==> src/rtl/bounded_updown_counter.sv <==
// Bounded up/down counter with saturate/wrap/reload/one-shot boundary modes and a terminal-count pulse.
// One-cycle step latency; qd/tc/done are registered, at_lo/at_hi decode qd directly; no backpressure.
module bounded_updown_counter #(
    parameter int WIDTH  = 8,
    parameter int STEP_W = 4
) (
    input  logic              clk,
    input  logic              clear,
    input  logic              en,
    input  logic              load,
    input  logic [WIDTH-1:0]  d,
    input  logic              up_down,
    input  logic [STEP_W-1:0] step,
    input  logic [1:0]        mode,
    input  logic [WIDTH-1:0]  lo,
    input  logic [WIDTH-1:0]  hi,
    output logic [WIDTH-1:0]  qd,
    output logic              tc,
    output logic              at_lo,
    output logic              at_hi,
    output logic              done
);

    typedef enum logic {RUN, STOPPED} state_t;

    localparam logic [1:0] MODE_SAT    = 2'b00;
    localparam logic [1:0] MODE_WRAP   = 2'b01;
    localparam logic [1:0] MODE_RELOAD = 2'b10;

    state_t           state, state_n;
    logic [WIDTH-1:0] reload_val, reload_n, qd_n;
    logic             tc_n, done_n;

    logic [WIDTH:0]   qd_ext, step_ext, sum, diff, nxt;
    logic             up_evt, dn_evt, evt, do_step;

    // Extra carry/borrow bit keeps crossings past 0 or 2^WIDTH-1 visible.
    assign qd_ext   = {1'b0, qd};
    assign step_ext = {{(WIDTH + 1 - STEP_W){1'b0}}, step};
    assign sum      = qd_ext + step_ext;
    assign diff     = qd_ext - step_ext;
    assign up_evt   = sum > {1'b0, hi};
    assign dn_evt   = (qd_ext < step_ext) || (diff < {1'b0, lo});
    assign nxt      = up_down ? sum : diff;
    assign evt      = up_down ? up_evt : dn_evt;
    assign do_step  = en && (state == RUN) && (lo <= hi) && (step != '0);

    assign at_lo = (qd == lo);
    assign at_hi = (qd == hi);

    always_comb begin
        state_n  = state;
        qd_n     = qd;
        reload_n = reload_val;
        tc_n     = 1'b0;
        done_n   = done;
        if (load) begin
            qd_n     = d;
            reload_n = d;
            done_n   = 1'b0;
            state_n  = RUN;
        end else if (do_step) begin
            if (!evt) begin
                qd_n = nxt[WIDTH-1:0];
            end else begin
                tc_n = 1'b1;
                case (mode)
                    MODE_SAT:    qd_n = up_down ? hi : lo;
                    MODE_WRAP:   qd_n = up_down ? lo : hi;
                    MODE_RELOAD: qd_n = reload_val;
                    default: begin
                        qd_n    = up_down ? hi : lo;
                        done_n  = 1'b1;
                        state_n = STOPPED;
                    end
                endcase
            end
        end
    end

    always_ff @(posedge clk) begin
        if (clear) begin
            state      <= RUN;
            qd         <= '0;
            reload_val <= '0;
            tc         <= 1'b0;
            done       <= 1'b0;
        end else begin
            state      <= state_n;
            qd         <= qd_n;
            reload_val <= reload_n;
            tc         <= tc_n;
            done       <= done_n;
        end
    end

endmodule

==> config.mk <==
export PLATFORM = sky130hd
export DESIGN_NAME = bounded_updown_counter
export DESIGN_NICKNAME = d
export VERILOG_FILES = /design/src/rtl/bounded_updown_counter.sv
export SDC_FILE = /design/constraint.sdc
export NUM_CORES = 1
export LEC_CHECK = 0
export ABC_AREA = 1
export BUFFER_PORTS_ARGS = -buffer_cell sky130_fd_sc_hd__buf_2
export CAP_MARGIN = 30
export CORE_MARGIN = 3
export CORE_UTILIZATION = 52
export DETAILED_ROUTE_END_ITERATION = 7
export GPL_ROUTABILITY_DRIVEN = 0
export GPL_TIMING_DRIVEN = 0
export HOLD_SLACK_MARGIN = 0.15
export PLACE_DENSITY = 0.75
export SLEW_MARGIN = 30
export SYNTH_ARGS = -nofsm -noshare
export SYNTH_HDL_FRONTEND = slang
export SYNTH_SLANG_ARGS = --single-unit
==> constraint.sdc <==
create_clock -name clk -period 5.5 [get_ports clk]
set_input_delay 0.55 -clock clk [delete_from_list [all_inputs] [get_ports clk]]
set_output_delay 0.55 -clock clk [all_outputs]
set_load 0.01 [all_outputs]
==> results_dict.tcl <==
set metrics [dict create \
    io_pins 47 \
    cts_hold_buf 0 \
    vias 2756 \
    tritoncts "yes" \
    clockBufferDepth 2 \
    netlist_top_cells_count "106 x nand2_1, 45 x inv_1, 40 x a21oi_1" \
    status "finished clean" \
    end_kind "flop" \
    grt_util_met3 0.04137 \
    synth_cell_types 38 \
    dp.cells 499 \
    path_delay_family "simple AND/OR/NAND/NOR gates" \
    routed_via_density 5.479 \
    yosysWarnings 0 \
    wl_per_cell_um 13.88 \
    leakagePower_uw 0.001551 \
    crit_required_ns 5.69 \
    synth_edf_count 0 \
    grt_overflow 0 \
    ys_seq_elements 18 \
    cp_slowest_cell "dfxtp_1" \
    area_growth_pct 13.74 \
    start_util 0.5606 \
    p_per_area_nw_per_um2 217.6 \
    cp-start-kind "flop" \
    met1_usage 0.3460 \
    antenna_found_initial 0 \
    finalWirelength_um 6982 \
    cp.arrival_ns 3.39 \
    port-buffer-count 43 \
    final_cells 503 \
    synth_cells 391 \
    grt_start_max_net_pins 11 \
    num_antenna_cells 0 \
    grt_pass1_wl_um 11870 \
    post_cts_buffers 0 \
    syn_area_um2 2559 \
    avgSynthCellArea_um2 6.544 \
    max_slew_margin 0.6483 \
    skew_ns 0.002281 \
    crit_path_max_fanout 9 \
    ys_top_cells_by_area "ha_1 17%, nand2_1 16%, dfxtp_1 14%" \
    ys.flop_type "dfxtp_1" \
    holdWs_ns 0.4670 \
    path_cells "inv_1, ha_1, inv_1, fa_1, nand2_1, nand2_1, a21oi_1, nand3_1, xor2_1, inv_1, ha_1, a21oi_1, nand2_1, nand2_1, nand2_1, nand2_8, nand2_8, nand2_1, nand3_1, a21oi_1" \
    tightest_slew_ns 0.5276 \
    cts.sinks 18 \
    synth-async-reset-ratio 0 \
    synth_top_cell_area_share 0.1663 \
    cts_buffers 3 \
    drv_slew 0 \
    met2_usage 0.3839 \
    rsz0062_at_grt "false" \
    rows 24 \
    top_usage_layer "met2" \
    drt_first_pass_iters 5 \
    fp.dieW_um 76.15 \
    htreeDepth 1 \
    slowest_delay_ns 0.40 \
    max_cap_viol_count 0 \
    finalPower_uw 633.2 \
    cts-root-buf "clkbuf_8" \
    path_common_cell "nand2_1" \
    coreArea_um2 4564 \
    clkTransAtPathRegs_ns 0.07 \
    synth_most_common_cell "nand2_1" \
    grt_use_total 0.2457 \
    finalCritPeriodShare 0.5819 \
    fmax_ghz 0.3124 \
    cts_resized 0 \
    vdd_drop_max_uv 118.7 \
    die-area_um2 5798 \
    final-setup-viol-count 0 \
    nNetsFinal 510 \
    clock_latency_ns 0.26 \
    drive_above_1_share 0.1621 \
    drt_iter0_markers 212 \
    first_global_vias 2614 \
    yosysTopAreaCell "ha_1" \
    fin_crit_ns 3.201 \
    die_y_um 76.15 \
    syn-num-nets 462 \
    drc 0 \
    antenna_left 0 \
    crit_buf_inv 3 \
    crit_type "reg2reg" \
    hpwlAfterDp_um 5798 \
    min_path_type "reg2reg" \
    hold_viol_final 0 \
    yosysSeqAreaShare 0.1408 \
    setup_tns_ns 0 \
]
## cell families after synthesis
| group | count (synthesis) | share of synthesized area |
|---|---|---|
| DFF | 18 | 0.1408 |
| muxes | 2 | 0.007824 |
| buffers and inverters | 68 | 0.1076 |
| AOI/OAI and AO/OA | 82 | 0.1956 |
| adders and majority gates | 36 | 0.1819 |
| and+or+nand+nor | 166 | 0.3012 |
| xor gates and xnor gates | 19 | 0.06504 |
## stage by stage
stage,utilization,setup WS [ns],instance area (um^2)
floorplan,-,2.622,2559
global placement,0.6255,2.156,2855
detailed placement,0.6255,2.144,2855
CTS,0.6376,2.318,2910
global route,0.6376,1.998,2910
finish,0.6376,2.299,2910
## worst reg2reg max path, delay by kind of cell (launching register included)
family | cells | cell delay [ns]
xor+xnor | 1 | 0.22
compound gates | 3 | 0.60
flops | 1 | 0.40
simple gates | 10 | 0.90
buf+inv | 3 | 0.21
fa+ha+maj | 3 | 0.81
## routing by layer
| metal | vias up | wire [um] | share of wire |
|---|---|---|---|
| li1 | 1396 | - | - |
| met1 | 1225 | 3217 | 0.46 |
| met2 | 116 | 3016 | 0.43 |
| met3 | 19 | 575 | 0.082 |
| met4 | 0 | 173 | 0.025 |
| met5 | - | 0 | 0 |
## path summary, 6_finish.rpt
check / from / to / slack, ns / depth (start not counted)
worst max register to register: qd[0] / qd[0] / 2.30 / 20
worst min-delay path: reload_val[2] / reload_val[2] / 0.47 / 2
worst max-delay path: qd[0] / qd[0] / 2.30 / 20
worst min register to register: reload_val[2] / reload_val[2] / 0.47 / 2
## power breakdown
part / internal, uW / switching (uW) / leakage, uW
Sequential: 141 / 12.9 / 0.000149
Clock: 63.7 / 44.3 / 0.0000288
Combinational: 144 / 227 / 0.00137
## cells in the final DEF, fill, tap and decap left out, drive strengths merged
cell	synthesis	routed
inv	49	49
mux2i	2	2
a21boi	8	8
a21o	1	1
o21bai	1	1
buf	13	56
and3	1	1
fa	2	2
a21oi	40	40
nor2	10	10
ha	34	34
nand4	3	3
nand3	35	35
clkbuf	6	10
nand3b	1	1
xnor2	5	5
xor2	14	14
or2	2	2
nor4	3	3
dfxtp	18	18
nor3	2	2
o21ai	15	15
a31oi	1	1
a32o	8	8
o211ai	8	8
nand2	109	109
## area by class of cell
class / instances / area, um^2
Inverter: 49 / 183.9
Buffer: 19 / 91.34
Multi-Input combinational cell: 305 / 1923
Fill cell: 445 / 1654
Timing Repair Buffer: 43 / 215.2
Sequential cell: 18 / 360.3
Tap cell: 65 / 81.33
Clock buffer: 4 / 55.05
## flip-flops by register name (all words and copies together), names as in the netlist
register	flops
tc	1
state	1
reload_val	8
qd	8
No activity file was read; power rests on OpenSTA's default activity.
